**config.mk**
```make
export PLATFORM = sky130hd
export DESIGN_NAME = fetch_if_id
export DESIGN_NICKNAME = d
export VERILOG_FILES = /design/src/rtl/fetch_if_id_pkg.sv /design/src/rtl/fetch_if_id_if_id_reg.sv /design/src/rtl/fetch_if_id.sv
export SDC_FILE = /design/constraint.sdc
export NUM_CORES = 1
export LEC_CHECK = 0
export ABC_AREA = 1
export CELL_PAD_IN_SITES_DETAIL_PLACEMENT = 0
export CELL_PAD_IN_SITES_GLOBAL_PLACEMENT = 1
export CORE_MARGIN = 2
export CORE_UTILIZATION = 31
export CTS_CLUSTER_SIZE = 10
export DETAILED_ROUTE_END_ITERATION = 10
export PLACE_DENSITY = 0.68
export SYNTH_ARGS = -nofsm -noshare
export SYNTH_HDL_FRONTEND = slang
export SYNTH_HIERARCHICAL = 1
export SYNTH_SLANG_ARGS = --single-unit
export TNS_END_PERCENT = 10
```
**constraint.sdc**
```tcl
create_clock -name clk -period 2.23 [get_ports clk]
set_clock_uncertainty 0.15 [all_clocks]
set_input_delay 0.446 -clock clk [delete_from_list [all_inputs] [get_ports clk]]
set_output_delay 0.446 -clock clk [all_outputs]
set_load 0.005 [all_outputs]
```
**src/rtl/fetch_if_id_pkg.sv**
```systemverilog
// Shared types and constants for the instruction-fetch stage and IF/ID register.
package fetch_if_id_pkg;

   typedef enum logic [1:0] {
      S_IDLE    = 2'd0,
      S_FETCH   = 2'd1,
      S_HOLD    = 2'd2,
      S_DISCARD = 2'd3
   } fetch_state_e;

   localparam logic [31:0] NOP_INSTR = 32'h0000_0000;

   localparam int RS_MSB = 25;
   localparam int RS_LSB = 21;
   localparam int RT_MSB = 20;
   localparam int RT_LSB = 16;

endpackage

```
**src/rtl/fetch_if_id_if_id_reg.sv**
```systemverilog
// IF/ID pipeline register: write-enable holds contents, flush (dominant) turns it into a NOP.
module if_id_reg
   import fetch_if_id_pkg::*;
#(
   parameter int ADDR_W = 32
) (
   input  logic              clk,
   input  logic              rst_n,
   input  logic              we_i,
   input  logic              flush_i,
   input  logic [31:0]       instr_i,
   input  logic [ADDR_W-1:0] pc4_i,
   output logic              valid_o,
   output logic [31:0]       instr_o,
   output logic [ADDR_W-1:0] pc4_o
);

   logic              valid_q;
   logic [31:0]       instr_q;
   logic [ADDR_W-1:0] pc4_q;

   // pc4 is left alone on flush; it is meaningless while valid is low.
   always_ff @(posedge clk or negedge rst_n) begin
      if (!rst_n) begin
         valid_q <= 1'b0;
         instr_q <= NOP_INSTR;
         pc4_q   <= '0;
      end else if (flush_i) begin
         valid_q <= 1'b0;
         instr_q <= NOP_INSTR;
      end else if (we_i) begin
         valid_q <= 1'b1;
         instr_q <= instr_i;
         pc4_q   <= pc4_i;
      end
   end

   assign valid_o = valid_q;
   assign instr_o = instr_q;
   assign pc4_o   = pc4_q;

endmodule

```
**src/rtl/fetch_if_id.sv**
```systemverilog
// Instruction fetch + IF/ID register with single-outstanding imem requests.
// Optional IF_PERF_CNT_EN adds saturating stall/flush counters.
module fetch_if_id
   import fetch_if_id_pkg::*;
#(
   parameter int              ADDR_W   = 32,
   parameter logic [ADDR_W-1:0] RESET_PC = '0
) (
   input  logic              clk,
   input  logic              rst_n,
   input  logic              pc_write_i,
   input  logic              if_id_write_i,
   input  logic              redirect_valid_i,
   input  logic [ADDR_W-1:0] redirect_pc_i,
   output logic              imem_req_o,
   output logic [ADDR_W-1:0] imem_addr_o,
   input  logic              imem_ready_i,
   input  logic [31:0]       imem_rdata_i,
   output logic              if_id_valid_o,
   output logic [31:0]       if_id_instr_o,
   output logic [ADDR_W-1:0] if_id_pc4_o,
   output logic [4:0]        if_id_rs_o,
   output logic [4:0]        if_id_rt_o
`ifdef IF_PERF_CNT_EN
   ,
   output logic [31:0]       perf_stall_cnt_o,
   output logic [31:0]       perf_flush_cnt_o
`endif
);

   fetch_state_e      state_q, state_d;
   logic [ADDR_W-1:0] pc_q, pc_d;
   logic [ADDR_W-1:0] disc_addr_q, disc_addr_d;
   logic [31:0]       hold_q, hold_d;
   logic              imem_req_q;

   logic              avail, xfer;
   logic [31:0]       avail_instr;
   logic [ADDR_W-1:0] pc4, redir_pc, pc_adv;
   logic              unused_redir_lsb;

   assign unused_redir_lsb = ^redirect_pc_i[1:0];
   assign redir_pc    = {redirect_pc_i[ADDR_W-1:2], 2'b00};
   assign pc4         = pc_q + ADDR_W'(4);
   assign pc_adv      = pc_write_i ? pc4 : pc_q;
   assign avail       = ((state_q == S_FETCH) && imem_ready_i) || (state_q == S_HOLD);
   assign avail_instr = (state_q == S_HOLD) ? hold_q : imem_rdata_i;
   assign xfer        = avail && if_id_write_i && !redirect_valid_i;

   always_comb begin
      state_d     = state_q;
      pc_d        = pc_q;
      disc_addr_d = disc_addr_q;
      hold_d      = hold_q;
      if (redirect_valid_i) begin
         pc_d   = redir_pc;
         hold_d = NOP_INSTR;
         unique case (state_q)
            S_IDLE:    state_d = S_FETCH;
            S_FETCH: begin
               // An unanswered request must still be drained at its old address.
               if (imem_ready_i) state_d = S_FETCH;
               else begin
                  state_d     = S_DISCARD;
                  disc_addr_d = pc_q;
               end
            end
            S_HOLD:    state_d = S_FETCH;
            S_DISCARD: state_d = S_DISCARD;
            default:   state_d = S_IDLE;
         endcase
      end else begin
         unique case (state_q)
            S_IDLE:  state_d = S_FETCH;
            S_FETCH: begin
               if (imem_ready_i) begin
                  if (if_id_write_i) pc_d = pc_adv;
                  else begin
                     hold_d  = imem_rdata_i;
                     state_d = S_HOLD;
                  end
               end
            end
            S_HOLD: begin
               if (if_id_write_i) begin
                  pc_d    = pc_adv;
                  state_d = S_FETCH;
               end
            end
            S_DISCARD: if (imem_ready_i) state_d = S_FETCH;
            default:   state_d = S_IDLE;
         endcase
      end
   end

   always_ff @(posedge clk or negedge rst_n) begin
      if (!rst_n) begin
         state_q     <= S_IDLE;
         pc_q        <= RESET_PC;
         disc_addr_q <= '0;
         hold_q      <= NOP_INSTR;
         imem_req_q  <= 1'b0;
      end else begin
         state_q     <= state_d;
         pc_q        <= pc_d;
         disc_addr_q <= disc_addr_d;
         hold_q      <= hold_d;
         imem_req_q  <= (state_d == S_FETCH) || (state_d == S_DISCARD);
      end
   end

   assign imem_req_o  = imem_req_q;
   assign imem_addr_o = (state_q == S_DISCARD) ? disc_addr_q : pc_q;

   if_id_reg #(.ADDR_W(ADDR_W)) u_if_id_reg (
      .clk     (clk),
      .rst_n   (rst_n),
      .we_i    (xfer),
      .flush_i (redirect_valid_i),
      .instr_i (avail_instr),
      .pc4_i   (pc4),
      .valid_o (if_id_valid_o),
      .instr_o (if_id_instr_o),
      .pc4_o   (if_id_pc4_o)
   );

   assign if_id_rs_o = if_id_instr_o[RS_MSB:RS_LSB];
   assign if_id_rt_o = if_id_instr_o[RT_MSB:RT_LSB];

`ifdef IF_PERF_CNT_EN
   logic [31:0] stall_cnt_q, flush_cnt_q;

   always_ff @(posedge clk or negedge rst_n) begin
      if (!rst_n) begin
         stall_cnt_q <= '0;
         flush_cnt_q <= '0;
      end else begin
         if (!if_id_write_i && (stall_cnt_q != 32'hFFFF_FFFF)) stall_cnt_q <= stall_cnt_q + 32'd1;
         if (redirect_valid_i && (flush_cnt_q != 32'hFFFF_FFFF)) flush_cnt_q <= flush_cnt_q + 32'd1;
      end
   end

   assign perf_stall_cnt_o = stall_cnt_q;
   assign perf_flush_cnt_o = flush_cnt_q;
`endif

endmodule
```
==> reports/metrics.csv <==
stage,metric,value,unit
run_status,status,finished with violations,
run_status,violations,setup timing,
power,power_density,777,mW/mm²
cells_and_area,ff_latch_area,0.00398,mm²
cells_and_area,layout.nets,1332,
route,routed_wl,25600,µm
sta,setup_viol,2,
synth,yosys_warnings,6,
hold_path,worstHoldEndpoint,u_if_id_reg/instr_o[31],
cells_and_area,fin_util,0.435,
place,place_congestion,0.857,
setup_path,r2r_setup_slack,0.31,ns
power,intPower,6.14,mW
sta,timing.hold.ws,0.318,ns
synth,synth_flop_cell,dfrtp_1,
route,post-route-drc-count,0,
synth,yosys.area_share.adder,0.00153,
place,dpl_cell_area,0.0104,mm²
sta,worst_slew_pin_slew,0.570,ns
cells_and_area,area_delta_synth_final,38.1,%
sta,fmax,442,MHz
setup_path,cp-start-kind,register,
synth,synth_top_family_by_area,simple AND/OR/NAND/NOR gates,
sta,finalCritPeriodShare,1.01,
power,switching_share,0.301,
route,drt_first_pass_iters,5,
clock_network,clk_latency,0.43,ns
power,pwr-share-clk,0.341,
cells_and_area,multi_input_area,0.00368,mm²
cells_and_area,nFillCells,2647,
synth,synth_compound_area_frac,0.0825,
synth,netlist_area,0.00819,mm²
synth,synth_edf_count,0,
sta,slew_viol_final,0,
cells_and_area,n_antenna_cell,0,
sta,post-route-min-period,2.26,ns
route,first_iter_violations,437,
hold_path,hold_path.startpoint,u_if_id_reg/instr_o[31],
sta,rsz0062_at_grt,true,
synth,yosys-top-cells-area,"dfrtp_1 (49%), nand2_1 (17%), nand3_1 (9.0%)",
clock_network,htree_num_levels,4,
job,drv_cap,0,
global_route,antenna_found_initial,0,
sta,hold_viol,0,
die,rows,59,
clock_network,cts_sinks,159,
synth,synthCells,1092,
setup_path,endpoint_kind,output port,
setup_path,crit_type,reg -> out,
setup_path,critical_path.max_fanout,6,
die,die_x,167,µm
die,core-area,0.0260,mm²
synth,synth_mux_area_frac,0,
route,ant_nets,0,
hold_path,hp-class,reg -> reg,
die,boundaryPins,178,
setup_path,r2r-end,u_if_id_reg/pc4_o[12],
clock_network,cts_root_buffer,clkbuf_16,
synth,synth_top_area_share,0.486,
power,total_power,8.79,mW
die,initial_core_util,0.315,
die,die_area,0.0277,mm²
power,p_comb_frac,0.248,
power,pwr-share-seq,0.411,
clock_network,cts_made_buffers,17,
route,vias,7511,
synth,synth_async_sr_flop_share,1.00,
synth,ys_ff_latch,159,
global_route,grt_pass1_vias,7170,
route,vias_per_cell,4.67,
synth,synth_area_per_cell,7.50,µm²
synth,synth_xor_area_frac,0.0177,
clock_network,clkTransAtPathRegs,0.07,ns
place,dp_hpwl,17200,µm
global_route,grt-ovfl-total,0,
place,dpl.cell_count,1565,
route,routedWlPerCell,15.9,µm
global_route,grt_start_max_net_pins,65,
hold_path,hold_depth,2,
setup_path,critPathArrivalTime,1.67,ns
synth,synthTopCellsByCount,"nand2_1 (375), dfrtp_1 (159), nand3_1 (147)",
cells_and_area,final-instance-count-excl-fill,1609,
power,ir_drop,0.000405,V
sta,max_slew_margin,0.620,
cells_and_area,drive_gt1_frac,0.143,
setup_path,required,1.63,ns
sta,tns,-0.0431,ns
synth,synth_most_common_cell,nand2_1,
power,p_sw,2.65,mW
power,leakagePower,5.49,nW
global_route,grt_pass1_wl,40600,µm
synth,synth_cell_types,30,
global_route,grt_use_total,0.185,
cells_and_area,design_area,0.0113,mm²
synth,yosys.area_share.simple,0.319,
synth,synth_area_leader_cell,dfrtp_1,
synth,synth-seq-area-share,0.486,
clock_network,clock_path_buffers,2,
place,dp_slack,-0.0195,ns
clock_network,cts_tree,done,
place,io_buffer_count,173,
sta,setup_ws,-0.0323,ns
setup_path,critical_path.reg2reg.startpoint,state_q[1],
die,die_h,167,µm
setup_path,r2r_cells,11,
-- power groups by stage --
stage	registers [mW]	logic (mW)	clock network (mW)
floorplan	3.59	0.864	0
global placement	3.64	2.04	0
detailed placement	3.65	2.05	0
CTS	3.60	2.18	3.09
global route	3.67	2.42	3.19
finish	3.61	2.18	3.00
-- layout make-up --
cell class | instances | area share
well taps | 335 | 0.0370
multi-input cells | 760 | 0.325
clock buffers | 20 | 0.0412
flip-flops and latches | 159 | 0.352
inverters | 103 | 0.0342
clock inverters | 12 | 0.0117
repair buffers | 220 | 0.199
-- flip-flops by register name (all words and copies together), names as in the netlist --
name	cells
u_if_id_reg/instr_o	32
hold_q	32
u_if_id_reg/valid_o	1
state_q	2
disc_addr_q	30
pc_q	30
u_if_id_reg/pc4_o	32
-- worst max path at each step --
stage | cells after the start | endpoint | start | slack, ns
2_1_floorplan | 7 | u_if_id_reg/instr_o[21] | redirect_valid_i | 0.40
3_3_place_gp | 10 | pc_q[29] | imem_ready_i | 0.01
3_5_place_dp | 10 | pc_q[21] | imem_ready_i | -0.02
4_1_cts | 7 | imem_addr_o[12] | state_q[0] | -0.21
5_1_grt | 6 | imem_addr_o[8] | state_q[1] | -0.10
6_report | 6 | imem_addr_o[8] | state_q[1] | -0.03
-- cell families (layout without fill, tap and decap cells) --
group | count (synthesis) | after routing
other | 1 | 4
AO/OA/AOI/OAI | 134 | 134
XOR/XNOR | 14 | 14
adder cells (fa/ha/maj) | 1 | 1
buffers and inverters | 176 | 355
flip-flops | 159 | 159
AND/OR/NAND/NOR | 607 | 607
-- cells in the final DEF, fill, tap and decap left out, types with 3 or more instances in the layout --
master / instances
nor2_1: 44
conb_1: 4
a21oi_1: 6
xor2_1: 10
buf_12: 15
buf_6: 3
o21ai_0: 102
inv_1: 94
clkdlybuf4s15_2: 6
a21oi_2: 16
buf_4: 26
inv_2: 5
clkinvlp_4: 3
clkdlybuf4s50_1: 141
clkinv_2: 3
and2_1: 3
nand2_4: 3
nor2_4: 9
nand3_1: 146
a21oi_4: 8
nand2_2: 6
clkbuf_8: 3
clkbuf_2: 6
nor2_2: 16
buf_2: 15
dfrtp_1: 157
clkbuf_16: 18
clkinv_1: 4
xor2_2: 3
nand2_1: 373
-- timing repair --
| action | in CTS | in global routing |
|---|---|---|
| resized for setup | 98 | 62 |
| hold buffers | 1 | 0 |
| cloned | 4 | 1 |
| setup endpoints to repair | 30 | 29 |
| buffers inserted | 7 | 3 |
| pin swaps | 1 | 1 |
| endpoints found under the hold margin | 42 | 0 |
-- critical path, stage by stage (launching register included) --
cell and delay [ns]:
dfrtp_2 0.44, nand2_8 0.12, buf_6 0.14, buf_12 0.13, nor2_2 0.05, a21oi_4 0.10
dlygate4sd2_1 0.24
-- metal layers --
metal,track usage,up-vias,wire [µm],share of wire
met3,0.0326,23,982,0.038
met1,0.261,3514,12300,0.48
met5,0,-,0,0
met4,0.0495,0,391,0.015
met2,0.293,214,12000,0.47
li1,-,3760,-,-
Note: power is estimated with default switching activity, not from simulation.
